**src/rtl/router_reg_p_if.sv**
```systemverilog
// Bus bundle between the router FSM/source side and the register stage.
// The master side drives the FSM state strobes and the source byte; the
// slave side (the register stage) returns the FIFO byte and check results.
interface router_reg_p_if #(
  parameter int DATA_W = 8,
  parameter int CNT_W  = 8
) ();
  logic              pkt_valid;
  logic              fifo_full;
  logic              detect_add;
  logic              lfd_state;
  logic              ld_state;
  logic              laf_state;
  logic              full_state;
  logic              rst_int_reg;
  logic [DATA_W-1:0] data_in;
  logic [DATA_W-1:0] dout;
  logic              parity_done;
  logic              low_pkt_valid;
  logic              err;
  logic              len_err;
  logic [CNT_W-1:0]  err_cnt;

  modport master (
    output pkt_valid, fifo_full, detect_add, lfd_state, ld_state, laf_state,
           full_state, rst_int_reg, data_in,
    input  dout, parity_done, low_pkt_valid, err, len_err, err_cnt
  );

  modport slave (
    input  pkt_valid, fifo_full, detect_add, lfd_state, ld_state, laf_state,
           full_state, rst_int_reg, data_in,
    output dout, parity_done, low_pkt_valid, err, len_err, err_cnt
  );
endinterface

```
**src/rtl/router_reg_p.sv**
```systemverilog
// Router register stage: latches the header, forwards header/payload/parity
// bytes to the FIFO, parks the byte that arrives while the FIFO is full,
// and checks XOR parity and payload length once the parity byte is in.
module router_reg_p #(
  parameter int DATA_W   = 8,
  parameter int ADDR_W   = 2,
  parameter int LEN_W    = 6,
  parameter int NUM_DEST = 3,
  parameter int CHK_MODE = 1,
  parameter int CNT_W    = 8
) (
  input  logic          clk,
  input  logic          rst,
  router_reg_p_if.slave bus
);

  // Payload counter has one extra bit so a full-length packet plus a stray
  // byte still shows up as a length mismatch instead of wrapping to match.
  localparam int PC_W = LEN_W + 1;

  logic [DATA_W-1:0] hdr_q, hdr_d;
  logic [DATA_W-1:0] hold_q, hold_d;
  logic [DATA_W-1:0] int_par_q, int_par_d;
  logic [DATA_W-1:0] pkt_par_q, pkt_par_d;
  logic [DATA_W-1:0] dout_q, dout_d;
  logic [PC_W-1:0]   pay_cnt_q, pay_cnt_d;
  logic              parity_done_q, parity_done_d;
  logic              chk_done_q, chk_done_d;
  logic              low_pkt_valid_q, low_pkt_valid_d;
  logic              err_q, err_d;
  logic              len_err_q, len_err_d;
  logic [CNT_W-1:0]  err_cnt_q, err_cnt_d;

  logic [ADDR_W-1:0] addr_field;
  logic [LEN_W-1:0]  len_field;
  logic              addr_ok;
  logic              hdr_latch;
  logic              par_mis;
  logic              len_mis;

  assign addr_field = bus.data_in[ADDR_W-1:0];
  assign len_field  = hdr_q[ADDR_W+LEN_W-1:ADDR_W];
  assign addr_ok    = (32'(addr_field) < $unsigned(NUM_DEST));
  assign hdr_latch  = bus.detect_add & bus.pkt_valid & addr_ok;
  assign par_mis    = (int_par_q != pkt_par_q);
  assign len_mis    = (CHK_MODE != 0) && (pay_cnt_q != {1'b0, len_field});

  // Next-state for the datapath, parity/length check and error counter.
  // Later assignments deliberately override earlier ones (header latch last).
  always_comb begin
    hdr_d           = hdr_q;
    hold_d          = hold_q;
    int_par_d       = int_par_q;
    pkt_par_d       = pkt_par_q;
    dout_d          = dout_q;
    pay_cnt_d       = pay_cnt_q;
    parity_done_d   = parity_done_q;
    chk_done_d      = chk_done_q;
    low_pkt_valid_d = low_pkt_valid_q;
    err_d           = err_q;
    len_err_d       = len_err_q;
    err_cnt_d       = err_cnt_q;

    // One-shot check on the edge after the parity byte is captured.
    if (parity_done_q && !chk_done_q) begin
      err_d      = par_mis;
      len_err_d  = len_mis;
      chk_done_d = 1'b1;
      if ((par_mis || len_mis) && (err_cnt_q != {CNT_W{1'b1}}))
        err_cnt_d = err_cnt_q + CNT_W'(1);
    end

    // FIFO byte selection; header contributes to parity when forwarded.
    if (bus.lfd_state) begin
      dout_d    = hdr_q;
      int_par_d = int_par_q ^ hdr_q;
    end else if (bus.ld_state && !bus.fifo_full) begin
      dout_d = bus.data_in;
    end else if (bus.ld_state && bus.fifo_full) begin
      hold_d = bus.data_in;
    end else if (bus.laf_state) begin
      dout_d = hold_q;
    end

    // Payload bytes are counted once, when first accepted in ld_state.
    if (bus.ld_state && bus.pkt_valid && !bus.full_state) begin
      int_par_d = int_par_q ^ bus.data_in;
      if (pay_cnt_q != {PC_W{1'b1}})
        pay_cnt_d = pay_cnt_q + PC_W'(1);
    end

    // Parity byte arrives either directly or out of the hold register.
    if (bus.ld_state && !bus.fifo_full && !bus.pkt_valid) begin
      pkt_par_d     = bus.data_in;
      parity_done_d = 1'b1;
    end else if (bus.laf_state && low_pkt_valid_q && !parity_done_q) begin
      pkt_par_d     = hold_q;
      parity_done_d = 1'b1;
    end

    // Set has priority over the FSM's clear.
    if (bus.ld_state && !bus.pkt_valid)
      low_pkt_valid_d = 1'b1;
    else if (bus.rst_int_reg)
      low_pkt_valid_d = 1'b0;

    // A valid header starts a fresh packet; bad addresses are ignored.
    if (hdr_latch) begin
      hdr_d         = bus.data_in;
      int_par_d     = '0;
      pay_cnt_d     = '0;
      parity_done_d = 1'b0;
      chk_done_d    = 1'b0;
      err_d         = 1'b0;
      len_err_d     = 1'b0;
    end
  end

  // State register with synchronous reset.
  always_ff @(posedge clk) begin
    if (rst) begin
      hdr_q           <= '0;
      hold_q          <= '0;
      int_par_q       <= '0;
      pkt_par_q       <= '0;
      dout_q          <= '0;
      pay_cnt_q       <= '0;
      parity_done_q   <= 1'b0;
      chk_done_q      <= 1'b0;
      low_pkt_valid_q <= 1'b0;
      err_q           <= 1'b0;
      len_err_q       <= 1'b0;
      err_cnt_q       <= '0;
    end else begin
      hdr_q           <= hdr_d;
      hold_q          <= hold_d;
      int_par_q       <= int_par_d;
      pkt_par_q       <= pkt_par_d;
      dout_q          <= dout_d;
      pay_cnt_q       <= pay_cnt_d;
      parity_done_q   <= parity_done_d;
      chk_done_q      <= chk_done_d;
      low_pkt_valid_q <= low_pkt_valid_d;
      err_q           <= err_d;
      len_err_q       <= len_err_d;
      err_cnt_q       <= err_cnt_d;
    end
  end

  assign bus.dout          = dout_q;
  assign bus.parity_done   = parity_done_q;
  assign bus.low_pkt_valid = low_pkt_valid_q;
  assign bus.err           = err_q;
  assign bus.len_err       = len_err_q;
  assign bus.err_cnt       = err_cnt_q;

endmodule

```
**src/flat_wrapper.sv**
```systemverilog
// flat-port wrapper written by rule: the top's interface ports become plain ports
module router_reg_p_flat 
#(
  parameter int DATA_W   = 8,
  parameter int ADDR_W   = 2,
  parameter int LEN_W    = 6,
  parameter int NUM_DEST = 3,
  parameter int CHK_MODE = 1,
  parameter int CNT_W    = 8
)
  (clk, rst, bus_pkt_valid, bus_fifo_full, bus_detect_add, bus_lfd_state, bus_ld_state, bus_laf_state, bus_full_state, bus_rst_int_reg, bus_data_in, bus_dout, bus_parity_done, bus_low_pkt_valid, bus_err, bus_len_err, bus_err_cnt);
  router_reg_p_if #(.DATA_W(DATA_W), .CNT_W(CNT_W)) bus_i ();
  input  logic clk;
  input  logic rst;
  input wire logic [$bits(bus_i.pkt_valid)-1:0] bus_pkt_valid;
  input wire logic [$bits(bus_i.fifo_full)-1:0] bus_fifo_full;
  input wire logic [$bits(bus_i.detect_add)-1:0] bus_detect_add;
  input wire logic [$bits(bus_i.lfd_state)-1:0] bus_lfd_state;
  input wire logic [$bits(bus_i.ld_state)-1:0] bus_ld_state;
  input wire logic [$bits(bus_i.laf_state)-1:0] bus_laf_state;
  input wire logic [$bits(bus_i.full_state)-1:0] bus_full_state;
  input wire logic [$bits(bus_i.rst_int_reg)-1:0] bus_rst_int_reg;
  input wire logic [$bits(bus_i.data_in)-1:0] bus_data_in;
  output wire logic [$bits(bus_i.dout)-1:0] bus_dout;
  output wire logic [$bits(bus_i.parity_done)-1:0] bus_parity_done;
  output wire logic [$bits(bus_i.low_pkt_valid)-1:0] bus_low_pkt_valid;
  output wire logic [$bits(bus_i.err)-1:0] bus_err;
  output wire logic [$bits(bus_i.len_err)-1:0] bus_len_err;
  output wire logic [$bits(bus_i.err_cnt)-1:0] bus_err_cnt;
  assign bus_i.pkt_valid = bus_pkt_valid;
  assign bus_i.fifo_full = bus_fifo_full;
  assign bus_i.detect_add = bus_detect_add;
  assign bus_i.lfd_state = bus_lfd_state;
  assign bus_i.ld_state = bus_ld_state;
  assign bus_i.laf_state = bus_laf_state;
  assign bus_i.full_state = bus_full_state;
  assign bus_i.rst_int_reg = bus_rst_int_reg;
  assign bus_i.data_in = bus_data_in;
  assign bus_dout = bus_i.dout;
  assign bus_parity_done = bus_i.parity_done;
  assign bus_low_pkt_valid = bus_i.low_pkt_valid;
  assign bus_err = bus_i.err;
  assign bus_len_err = bus_i.len_err;
  assign bus_err_cnt = bus_i.err_cnt;
  router_reg_p #(.DATA_W(DATA_W), .ADDR_W(ADDR_W), .LEN_W(LEN_W), .NUM_DEST(NUM_DEST), .CHK_MODE(CHK_MODE), .CNT_W(CNT_W)) u_core (.clk(clk), .rst(rst), .bus(bus_i));
endmodule
```
**config.mk**
```make
export PLATFORM = sky130hd
export DESIGN_NAME = router_reg_p_flat
export DESIGN_NICKNAME = d
export VERILOG_FILES = /design/src/rtl/router_reg_p_if.sv /design/src/rtl/router_reg_p.sv /design/src/flat_wrapper.sv
export SDC_FILE = /design/constraint.sdc
export NUM_CORES = 1
export LEC_CHECK = 0
export ABC_AREA = 1
export CORE_UTILIZATION = 35
export DETAILED_ROUTE_END_ITERATION = 10
export GPL_TIMING_DRIVEN = 0
export HOLD_SLACK_MARGIN = 0.12
export PLACE_DENSITY = 0.64
export SYNTH_ARGS = -nofsm -noshare
export SYNTH_HDL_FRONTEND = slang
export SYNTH_SLANG_ARGS = --single-unit
export TNS_END_PERCENT = 50
```
**constraint.sdc**
```tcl
create_clock -name clk -period 1.3 [get_ports clk]
set_input_delay 0.13 -clock clk [delete_from_list [all_inputs] [get_ports clk]]
set_output_delay 0.13 -clock clk [all_outputs]
set_load 0.01 [all_outputs]
```
# After elaboration in Yosys (flattened, before gate mapping)
# Cells that the tools add are included.
word_totals:
  regBits: 60
  inputBits: 18
op_classes:
  n_addsub: 2
  n_lt_le_gt_ge: 1
  eq_ne: 5
  muxes: 12
  bitwise_logic: 6
  reduce_logical: 25
op_table:
  columns: ["op", "count"]
  rows:
  - ["two-way mux 8 bit", 8]
  - ["bitwise XOR 8 bit", 2]
  - ["logical AND 1 bit", 10]
  - ["adder 8 x 1 -> 8 bit (second input constant)", 1]
  - ["!= test 8 bit", 1]
  - ["!= test 8 bit (second input constant)", 1]
  - ["adder 7 x 1 -> 7 bit (second input constant)", 1]
  - ["!= test 7 x 6 -> 1 bit", 1]
  - ["!= test 7 bit (second input constant)", 1]
  - ["AND reduction 2 bit", 3]
  - ["nonzero test 2 bit", 3]
  - ["logical NOT 1 bit", 5]
  - ["two-way mux 1 bit", 4]
  - ["!= test 3 x 2 -> 1 bit (second input constant)", 1]
  - ["AND reduction 3 bit", 1]
  - ["nonzero test 3 bit", 1]
  - ["AND 1 bit", 2]
  - ["< comparator 2 bit (second input constant)", 1]
  - ["inverter 1 bit", 2]
  - ["OR reduction 2 bit", 1]
  - ["logical OR 1 bit", 1]

# Depth between registers and ports, before layout
# Gate-level depths: netlist of run 1.
depth:
  word_depth: 4
  mapped_depth: 12
  mapped_depth_nobuf: 11

# Least setup slack after synthesis of run 1
# No wires, ideal clock.
synth_timing:
  kind: "register -> register"
  start: "reg u_core.err_cnt_q[0], in the netlist u_core.bus.err_cnt[0]"
  end: "reg u_core.err_cnt_q[7], in the netlist u_core.bus.err_cnt[7]"
  arrival_time_ps: 1311
  path_slack_ps: -121
  path_stages_with_launch: 10
  path_buffers: 1
  path_cell_list: "dfxtp_1 -> ha_1 -> nand3_1 -> nor2_1 -> nand2_1 -> buf_2 -> nand3_1 -> nand2_1 -> inv_1 -> nor2_1"
synth_between:
  elab_chain_cells: 3
  word_cells_on_any_way: 4
  classes_between: "1 x add/sub; 1 x eq/ne; 2 x reduce/logical"
synth_rtl:
  columns: ["item", "line", "rtl"]
  rows:
  - ["start: declaration", "router_reg_p.sv:32", "logic [CNT_W-1:0] err_cnt_q, err_cnt_d;"]
  - ["start signal: assignment", "router_reg_p.sv:146", "err_cnt_q <= err_cnt_d;"]
  - ["branches (longest 3 deep; another with adder 8 x 1 -> 8 bit)", null, null]
# Parallel ways; which one is timed is not known.
# A chain may end at the register's enable or synchronous reset.

# Worst setup path in the final report of run 1
layout_timing:
  start: "reg u_core.pay_cnt_q[1]"
  end: "reg u_core.pay_cnt_q[5]"
layout_between:
  elab_chain_cells: 2
  word_cells_on_any_way: 3
  classes_between: "1 x add/sub; 1 x eq/ne; 1 x reduce/logical"
layout_rtl:
  columns: ["item", "line", "rtl"]
  rows:
  - ["start: declaration", "router_reg_p.sv:26", "logic [PC_W-1:0] pay_cnt_q, pay_cnt_d;"]
  - ["start signal: assignment", "router_reg_p.sv:140", "pay_cnt_q <= pay_cnt_d;"]
  - ["branches (longest 2 deep; another with adder 7 x 1 -> 7 bit)", null, null]
# Parallel ways; which one is timed is not known.

==> metrics.txt, run 1 <==
CTS Sinks=60; flop-to-flop setup slack=-90 ps; dpl cell area=3558 um2; ANT nets after route=0; Max Cap Viol=0; gpl congestion=0.8983; hold path depth=3; path depth of the worst reg2reg path=8; fin nets=526; io pins=38; Final setup viols=14; synthesized area per cell=6.787 um2; total grt overflow=0; Mapped Area=3040 um2; Slew @ Worst Pin=452.9 ps; TritonRoute pass-1 iters=4; clock latency on the worst-skew pair=340 ps; Placed Cells=589; status=complete, but fails checks; Detailed Place HPWL=5617 um; Seq cells post-synth=60; area grow syn2layout=30.95%; Main synth FF type=dfxtp_1; leakage=1.812 nW; die width=95.21 um; setup ws final=-87.68 ps; Tcrit/Tclk final=106.7%; number of global-route vias before repair=2,861; sequential-to-total area share from yosys stat=39.51%; worst-path maximum fanout=4; hold-critical path endpoint=u_core.bus.dout[6]$_SDFFE_PP0P_; global-route usage over all layers=19.16%; initial antenna violation count=0; EDFF count, synth=0; layout cells sized above 1=20.74%; # fillers=842; Synth cell types=33; Power Dens Cells=1096 nW/um2; Worst EP required=1570 ps; total die area=9064 um2; Initial Utilization=36.64%; global-route wire length before repair=13,170 um; Hold Buf Count CTS=0; reg2reg end=u_core.pay_cnt_q[5]$_SDFFE_PP0P_; CP endpoint kind=flop; Initial DRC Count=158; vias post-DR=3,044; Inserted Clock Buffers=9; port bufs=36; Max-slew headroom=69.81%; largest net degree at the start of global routing=11; die height=95.21 um; Wirelength per Cell=12.73 um; reg2reg start=u_core.pay_cnt_q[1]$_SDFFE_PP0P_; Max VDD drop=0.0005418 V; final WL=7843 um; drt drc=0; CP arrival=1660 ps; clk slew on worst S/H paths=70 ps; DR vias/cell=4.942; clock root buffer=clkbuf_8; RSZ-0062 raised after global routing=true; Worst setup SP type=flop; clk buf depth=2; Final Instance Area=3981 um2; Hold WS=187.0 ps; Min-Delay Path Class=primary input to flop; Final Critical Period=1388 ps; Diodes inserted=0; Ys Warns=0; Core Rows=33; core outline area=8299 um2; post-route insts no fill=616; violated checks=negative setup slack; Slew Limit Fails=0; syn_nets=468; asr flop ratio synth=0%; number of H-tree levels=3; Worst Hold Launch=bus_lfd_state; Final Hold Fails=0; kind of critical path=flop to flop; CTS tree=built; worst setup skew after layout=11.25 ps; Syn Inst Count=448; Max Fclk=720.6 MHz
-- state kept, by name, indices dropped and copies added, names as in the netlist --
signal and count:
u_core.bus.dout 8, u_core.bus.err 1, u_core.bus.err_cnt 8, u_core.bus.len_err 1, u_core.bus.low_pkt_valid 1, u_core.bus.parity_done 1
u_core.chk_done_q 1, u_core.hdr_q 8, u_core.hold_q 8, u_core.int_par_q 8, u_core.pay_cnt_q 7, u_core.pkt_par_q 8
-- metrics by stage --
step                setup TNS, ps  total power, W  setup slack (ps)  utilization [%]
floorplan                       0        0.002468             1.457                -
detailed placement         -19570        0.002730            -633.0            42.88
global placement           -18760        0.002717            -555.2            42.88
CTS                        -603.4        0.004367            -81.24            47.17
global route                -2180        0.004583            -194.8            47.97
finish                     -692.5        0.004365            -87.68            47.97
-- where the power goes --
group | switching [W] | internal, W
combinational | 0.000431 | 0.000300
clock | 0.000731 | 0.000876
sequential | 0.0000802 | 0.00195
-- layout make-up --
type / instances / area [um2] / share of cell area [%]
multi-input cells: 297 / 1605 / 40.32
flip-flops and latches: 60 / 1234 / 30.99
repair buffers: 47 / 425.4 / 10.69
inverters: 76 / 287.8 / 7.228
clock buffers: 11 / 131.4 / 3.300
well taps: 105 / 131.4 / 3.300
plain buffers: 15 / 113.9 / 2.860
clock inverters: 5 / 52.55 / 1.320
-- cells in the final DEF, fill, tap and decap left out, types with 5 or more instances in the layout --
cell	n
nand3_2	6
dfxtp_2	14
clkdlybuf4s50_1	13
clkbuf_8	9
buf_4	11
nor2_1	30
nor2_4	8
nand4_1	9
o21bai_1	6
inv_1	61
inv_2	14
nand2_2	5
a21oi_1	37
o21ai_1	13
o21ai_0	50
dlygate4sd2_1	23
nor3_1	6
nand2_1	91
nand3_1	7
buf_6	8
dfxtp_1	42
-- how the worst max path moves through the flow --
stage	to	startpoint	slack, ps	cells past startpoint
2_1_floorplan	u_core.bus.err_cnt[7]$_SDFFE_PP0P_	u_core.bus.err_cnt[0]$_SDFFE_PP0P_	1	9
3_3_place_gp	u_core.int_par_q[7]$_SDFFE_PP0P_	bus_ld_state	-560	8
3_5_place_dp	u_core.int_par_q[7]$_SDFFE_PP0P_	bus_ld_state	-630	8
4_1_cts	u_core.bus.err_cnt[4]$_SDFFE_PP0P_	u_core.pay_cnt_q[0]$_SDFFE_PP0P_	-80	10
5_1_grt	u_core.bus.err_cnt[7]$_SDFFE_PP0P_	u_core.pkt_par_q[7]$_SDFFE_PP0P_	-190	12
6_report	u_core.pay_cnt_q[5]$_SDFFE_PP0P_	u_core.pay_cnt_q[1]$_SDFFE_PP0P_	-90	8
-- synthesized netlist by cell type, types with 3 or more instances --
cell / n / share of area (%)
nand2_1: 94 / 12
a22oi_1: 3 / 0.74
inv_2: 5 / 0.62
a21oi_1: 39 / 6.4
o211ai_1: 3 / 0.74
nand3_1: 13 / 2.1
buf_2: 3 / 0.49
nor2_1: 37 / 4.6
o21bai_1: 6 / 1.5
a31oi_1: 3 / 0.62
nand4_1: 9 / 1.9
o21ai_1: 5 / 0.82
buf_6: 3 / 1.1
nand2_2: 4 / 0.82
nor2_4: 4 / 1.5
o21ai_0: 59 / 9.7
nor3_1: 7 / 1.2
dfxtp_1: 60 / 40
clkbuf_1: 4 / 0.49
inv_1: 71 / 8.8
-- worst max-delay path: stages (launching register included) --
cell      delay [ps]
dfxtp_4          390
ha_4             150
nand4_1          180
o21bai_4         200
buf_6            150
nor2_4            40
nand2_1           50
nand2_1           60
a21oi_2          100
-- repair_timing --
action                     in CTS  in global routing
setup endpoints to repair      57                 34
resized for setup              67                 38
pin swaps                      11                 14
buffers inserted               10                  2
gates cloned                    1                  0
-- layer usage --
| layer | part of all wire (%) | wire length (um) | track usage [%] |
|---|---|---|---|
| met1 | 46 | 3620 | 23.55 |
| met2 | 47 | 3720 | 31.85 |
| met3 | 4.2 | 332 | 4.785 |
| met4 | 2.2 | 169 | 7.702 |
| met5 | 0 | 0 | 0 |
-- cell families after synthesis --
logic type	Yosys count	share of synthesized area [%]
adders and majority gates	2	0.8229
xor gates and xnor gates	1	0.2881
and+or+nand+nor	173	25.14
AOI/OAI and AO/OA	121	21.69
DFF	60	39.51
buffers and inverters	91	12.55
No activity file was read; power rests on OpenSTA's default activity.
==> run 2: changes to the inputs <==
--- a/config.mk
+++ b/config.mk
@@ -7,10 +7,12 @@
 export LEC_CHECK = 0
 export ABC_AREA = 1
 export CORE_UTILIZATION = 35
+export CTS_CLUSTER_DIAMETER = 150
 export DETAILED_ROUTE_END_ITERATION = 10
 export GPL_TIMING_DRIVEN = 0
 export HOLD_SLACK_MARGIN = 0.12
 export PLACE_DENSITY = 0.64
+export RECOVER_POWER = 50
 export SYNTH_ARGS = -nofsm -noshare
 export SYNTH_HDL_FRONTEND = slang
 export SYNTH_SLANG_ARGS = --single-unit
==> run 2 against run 1 <==
  * The run still ends with negative setup slack left
  * Register-to-register slack about the same
  * Sequential share of layout area grew 0.056 points
  * Maximum frequency about the same
  * Hold slack got worse by 0.80 ps
  * Wire length rose by 0.61%
  * Combinational power is 0.5% lower
  * Clock skew barely moved
  * Final cell count is the same
  * Design area down 0.28%
  * First-iteration DRC count rose by 16%
  * Clock power about the same
  * Via count increased by 0.56%
  * Largest cell class unchanged
  * Largest power group unchanged
==> metrics.txt, run 2 (synthesis gave the netlist of run 1 again) <==
Final Hold Fails=0 (unchanged); Max Fclk=720.5 MHz (about the same); Max VDD drop=0.0005392 V (-0.48%); die height=95.21 um (unchanged); Max-slew headroom=69.15% (-0.66 points); final WL=7891 um (+0.61%); total grt overflow=0 (unchanged); number of global-route vias before repair=2,861 (unchanged); area grow syn2layout=30.58%; Final Instance Area=3970 um2 (-0.28%); DR vias/cell=4.969 (+0.56%); reg2reg start=u_core.pay_cnt_q[1]$_SDFFE_PP0P_; Initial Utilization=36.64% (unchanged); worst setup skew after layout=11.49 ps (+0.2437 ps); drt drc=0 (unchanged); Tcrit/Tclk final=106.8% (about the same); Max Cap Viol=0 (unchanged); CP startpoint=u_core.pay_cnt_q[1]$_SDFFE_PP0P_; Diodes inserted=0 (unchanged); global-route wire length before repair=13,170 um (unchanged); clk buf depth=2 (unchanged); leakage=1.807 nW (-0.27%); CTS tree=built; gpl congestion=0.8983 (unchanged); status=complete, but fails checks; port bufs=36 (unchanged); kind of critical path=flop to flop; Final Util=47.84% (-0.14 points); fin nets=526 (unchanged); dpl cell area=3558 um2 (unchanged); worst-path maximum fanout=4 (unchanged); Hold Buf Count CTS=0 (unchanged); met3 routed WL=385 um (+16%); io pins=38 (unchanged); TritonRoute pass-1 iters=4 (unchanged); vias post-DR=3,061 (+0.56%); Slew Limit Fails=0 (unchanged); total die area=9064 um2 (unchanged); Detailed Place HPWL=5617 um (unchanged); number of H-tree levels=3 (unchanged); Wirelength per Cell=12.81 um (+0.61%); Met2 Routed Length=3718 um (about the same); Power Dens Cells=1101 nW/um2 (+0.40%); layout cells sized above 1=20.16% (-0.59 points); core outline area=8299 um2 (unchanged); Final Critical Period=1388 ps (+0.2971 ps); Min-Delay Path Class=primary input to flop; Worst setup SP type=flop; ANT nets after route=0 (unchanged); Hold WS=186.2 ps (-0.8030 ps); RSZ-0062 raised after global routing=true; largest net degree at the start of global routing=11 (unchanged); Final setup viols=15 (+1); Inserted Clock Buffers=9 (unchanged); CP endpoint kind=flop; clock root buffer=clkbuf_8; Top Layer Used=met4; CP arrival=1660 ps (about the same); initial antenna violation count=0 (unchanged); clk slew on worst S/H paths=70 ps (about the same); Slew @ Worst Pin=462.8 ps (+9.928 ps); commonest non-fill, non-tap cells in the layout=nand2_1, inv_1, o21ai_0; global-route usage over all layers=19.16% (unchanged); Worst EP required=1570 ps (about the same); DRT met1 WL=3595 um (-0.69%); Core Rows=33 (unchanged); violated checks=negative setup slack; Initial DRC Count=183 (+16%); Worst Hold Launch=bus_lfd_state; CTS Sinks=60 (unchanged); die width=95.21 um (unchanged); most common cell after layout, fill and taps aside=nand2_1; # fillers=842 (unchanged); setup ws final=-87.98 ps (-0.2971 ps); clock latency on the worst-skew pair=340 ps (about the same)
==> run 2: what timing repair did <==
| action | 4_1_cts | 5_1_grt |
|---|---|---|
| setup buffers | 10 | 2 |
| gates resized for setup | 67 | 38 |
| hold endpoints to repair | 0 | 0 |
| pin swaps | 11 | 14 |
| setup endpoints to repair | 57 | 34 |
| cloned | 1 | 0 |
==> run 2: power breakdown <==
part | internal (W) | switching [W]
registers | 0.00195 | 0.0000803
clock network | 0.000876 | 0.000741
logic | 0.000298 | 0.000430
total | 0.00312 | 0.00125
==> run 2: metrics by stage <==
stage / cells / setup slack [ps] / setup TNS [ps] / total power (W)
2_1_floorplan: 448 / 1.457 / 0 / 0.002468
3_3_place_gp: 589 / -555.2 / -18760 / 0.002717
3_5_place_dp: 589 / -633.0 / -19570 / 0.002730
4_1_cts: 616 / -81.24 / -603.4 / 0.004367
5_1_grt: 616 / -194.8 / -2711 / 0.004578
6_report: 616 / -87.98 / -711.3 / 0.004370
==> run 2: per-layer routing <==
layer  track usage [%]  vias up
met4             7.702        0
met1             23.55     1402
met2             31.85       80
met3             4.785       15
li1                  -     1564
met5                 0        -
==> run 2: layout make-up <==
type	count	area [um2]	share of cell area, %
Clock inverter	5	52.55	1.324
Inverter	76	287.8	7.249
Multi-Input combinational cell	297	1597	40.21
Timing Repair Buffer	47	425.4	10.72
Clock buffer	11	131.4	3.309
Tap cell	105	131.4	3.309
Buffer	15	112.6	2.836
Sequential cell	60	1232	31.04
==> run 2: worst paths after layout <==
| check | endpoint | slack, ps | depth (start not counted) |
|---|---|---|---|
| setup / recovery | u_core.pay_cnt_q[5]$_SDFFE_PP0P_ | -90 | 8 |
| hold / removal | u_core.bus.dout[6]$_SDFFE_PP0P_ | 190 | 3 |
| setup reg to reg | u_core.pay_cnt_q[5]$_SDFFE_PP0P_ | -90 | 8 |
| hold reg to reg | u_core.int_par_q[7]$_SDFFE_PP0P_ | 460 | 2 |
==> run 2: worst max-delay path: stages, from the launching register on <==
cell      delay (ps)
dfxtp_4          390
ha_4             150
nand4_1          180
o21bai_4         200
buf_6            150
nor2_4            40
nand2_1           50
nand2_1           60
a21oi_2          100
==> run 3: changes to the inputs <==
--- a/config.mk
+++ b/config.mk
@@ -12,7 +12,8 @@
 export GPL_TIMING_DRIVEN = 0
 export HOLD_SLACK_MARGIN = 0.12
 export PLACE_DENSITY = 0.64
-export RECOVER_POWER = 50
+export RECOVER_POWER = 100
+export REMOVE_ABC_BUFFERS = 1
 export SYNTH_ARGS = -nofsm -noshare
 export SYNTH_HDL_FRONTEND = slang
 export SYNTH_SLANG_ARGS = --single-unit
==> run 3 against run 2 <==
  * The run still ends with negative setup slack left
  * First-iteration DRC count is 9.3% higher
  * Hold slack lost 6.2 ps
  * Non-clock buffer count decreased by 5
  * Worst setup slack better by 2.4 ps
  * Design area is essentially flat
  * Total power decreased by 2.3%
  * Critical path depth is 1 lower
  * Combinational power grew 4.1%
  * Largest cell class unchanged
  * Highest routed layer unchanged
==> metrics.txt, run 3 (synthesis gave the netlist of run 1 again) <==
die height=95.21 um (unchanged); gpl congestion=0.8193 (-8.8%); drt drc=0 (unchanged); Worst setup SP type=flop; clk buf depth=2 (unchanged); CP arrival=1600 ps (-60 ps); switching power share of the total=29.01% (+0.39 points); Tcrit/Tclk final=106.6% (-0.18 points); Setup WS pre-CTS=-1413 ps (-780.2 ps); Final setup viols=14 (-1); global-route usage over all layers=19.12% (-0.041 points); leakage=1.808 nW (about the same); final WL=8219 um (+4.2%); CTS Sinks=60 (unchanged); most common cell after layout, fill and taps aside=nand2_1; path depth of the worst reg2reg path=7 (-1); reg2reg end=u_core.pay_cnt_q[2]$_SDFFE_PP0P_; port bufs=37 (+2.8%); Core Rows=33 (unchanged); Power Dens Cells=1077 nW/um2 (-2.2%); post-route insts no fill=615 (-0.16%); Combinational Power Share=17.8% (+1.2 points); Max Cap Viol=0 (unchanged); die width=95.21 um (unchanged); clk slew on worst S/H paths=70 ps (about the same); Hold WS=180.0 ps (-6.177 ps); # fillers=855 (+1.5%); Worst EP required=1520 ps (-50 ps); global-route wire length before repair=13,190 um (+0.15%); DR vias/cell=4.982 (+0.26%); Worst Hold Launch=bus_data_in[1]; Max-slew headroom=73.57% (+4.4 points); clock power share=34.9% (-2.1 points); Final Hold Fails=0 (unchanged); Diodes inserted=0 (unchanged); kind of critical path=flop to flop; largest net degree at the start of global routing=21 (+10); crit-path leading delay family=simple AND/OR/NAND/NOR gates; initial antenna violation count=0 (unchanged); Initial DRC Count=200 (+9.3%); total grt overflow=0 (unchanged); Final Instance Area=3966 um2 (about the same); worst-path maximum fanout=4 (unchanged); Detailed Place HPWL=5239 um (-6.7%); number of global-route vias before repair=2,691 (-5.9%); Buffers & Inverters on Critical Path=2 (+1); hold path depth=3 (unchanged); RSZ-0062 raised after global routing=true; area grow syn2layout=30.45% (about the same); total die area=9064 um2 (unchanged); vias post-DR=3,064 (+0.098%); commonest non-fill, non-tap cells in the layout=nand2_1, inv_1, o21ai_0; Crit-path slowest cell=dfxtp_2; Final Util=47.79% (about the same); Psw=0.001239 W (-0.95%); CTS tree=built; Wirelength per Cell=13.36 um (+4.3%); Hold Buf Count CTS=0 (unchanged); clock latency on the worst-skew pair=340 ps (about the same); CP endpoint kind=flop; ANT nets after route=0 (unchanged); TritonRoute pass-1 iters=4 (unchanged); violated checks=negative setup slack; layout cells sized above 1=19.61% (-0.55 points); Min-Delay Path Class=primary input to flop; slowest stage delay, CP=360 ps (-30 ps); core outline area=8299 um2 (unchanged); io pins=38 (unchanged); worst-path cell chain=nand2_1 -> inv_2 -> nand4_1 -> o21bai_4 -> buf_6 -> o21ai_0 -> nor3b_1; setup ws final=-85.60 ps (+2.377 ps); Cell Int Power=0.003032 W (-2.8%); reg2reg start=u_core.pay_cnt_q[3]$_SDFFE_PP0P_; status=complete, but fails checks; Max Fclk=721.7 MHz (+0.17%); hold-critical path endpoint=u_core.hdr_q[1]$_SDFFE_PP0P_; Slew Limit Fails=0 (unchanged); Placed Cells=575 (-2.4%); Reg power frac=47.3% (+1.0 points); Max VDD drop=0.0004516 V (-16%); worst setup skew after layout=11.90 ps (+0.4080 ps); Inserted Clock Buffers=9 (unchanged); fin nets=526 (unchanged); dpl cell area=3446 um2 (-3.2%); number of H-tree levels=3 (unchanged); Initial Utilization=36.64% (unchanged); clock root buffer=clkbuf_8; Slew @ Worst Pin=392.3 ps (-70.53 ps); flop-to-flop setup slack=-90 ps (about the same); Final Critical Period=1386 ps (-2.377 ps)
==> run 3: area by class of cell <==
class | instances | area (um2) | area share, %
multi-input combinational | 301 | 1647 | 41.51
timing repair buffer | 57 | 490.5 | 12.37
sequential | 60 | 1232 | 31.07
timing repair inverter | 1 | 7.507 | 0.1893
clock buffer | 13 | 158.9 | 4.006
inverter | 76 | 289.0 | 7.287
tap | 105 | 131.4 | 3.312
clock inverter | 2 | 10.01 | 0.2524
==> run 3: layer usage <==
metal / vias to the layer above / wire length, um / track usage, %
met5: - / 0 / 0
met4: 0 / 141 / 7.576
met3: 10 / 426 / 5.104
met2: 80 / 3948 / 30.65
met1: 1409 / 3702 / 24.27
li1: 1565 / - / -
==> run 3: worst max-delay path by stage <==
stage / depth (start not counted) / end / slack, ps / from
final: 7 / u_core.pay_cnt_q[2]$_SDFFE_PP0P_ / -90 / u_core.pay_cnt_q[3]$_SDFFE_PP0P_
after detailed placement: 7 / u_core.pay_cnt_q[1]$_SDFFE_PP0P_ / -1410 / bus_data_in[1]
after floorplan: 7 / u_core.bus.err_cnt[6]$_SDFFE_PP0P_ / -240 / u_core.bus.parity_done$_SDFFE_PP0P_
after CTS: 6 / u_core.pay_cnt_q[2]$_SDFFE_PP0P_ / -110 / u_core.pay_cnt_q[0]$_SDFFE_PP0P_
after global placement: 7 / u_core.pay_cnt_q[1]$_SDFFE_PP0P_ / -1320 / bus_data_in[1]
after global routing: 8 / u_core.bus.err_cnt[0]$_SDFFE_PP0P_ / -160 / u_core.bus.err_cnt[0]$_SDFFE_PP0P_
==> run 3: power groups by stage <==
| stage | registers [W] | clock network, W | logic [W] |
|---|---|---|---|
| final | 0.00202 | 0.00149 | 0.000758 |
| after detailed placement | 0.00206 | 0 | 0.000640 |
| after global placement | 0.00205 | 0 | 0.000628 |
| after global routing | 0.00203 | 0.00162 | 0.000849 |
| after CTS | 0.00202 | 0.00153 | 0.000704 |
| after floorplan | 0.00206 | 0 | 0.000372 |
==> run 3: timing repair <==
action,in CTS,in global routing
setup buffers,13,7
pin swaps,13,15
endpoints found under the setup margin,79,42
resized for setup,72,31
gates cloned,3,2
==> run 3: tightest hold or removal path, stage by stage <==
cell	delay, ps
dlymetal6s2s_1	160
inv_1	110
a21oi_1	70
==> run 3: stage by stage <==
stage | power (W) | TNS (ps)
6_report | 0.004271 | -466.8
3_5_place_dp | 0.002695 | -47390
5_1_grt | 0.004503 | -2493
4_1_cts | 0.004255 | -558.6
2_1_floorplan | 0.002428 | -1294
3_3_place_gp | 0.002680 | -45210
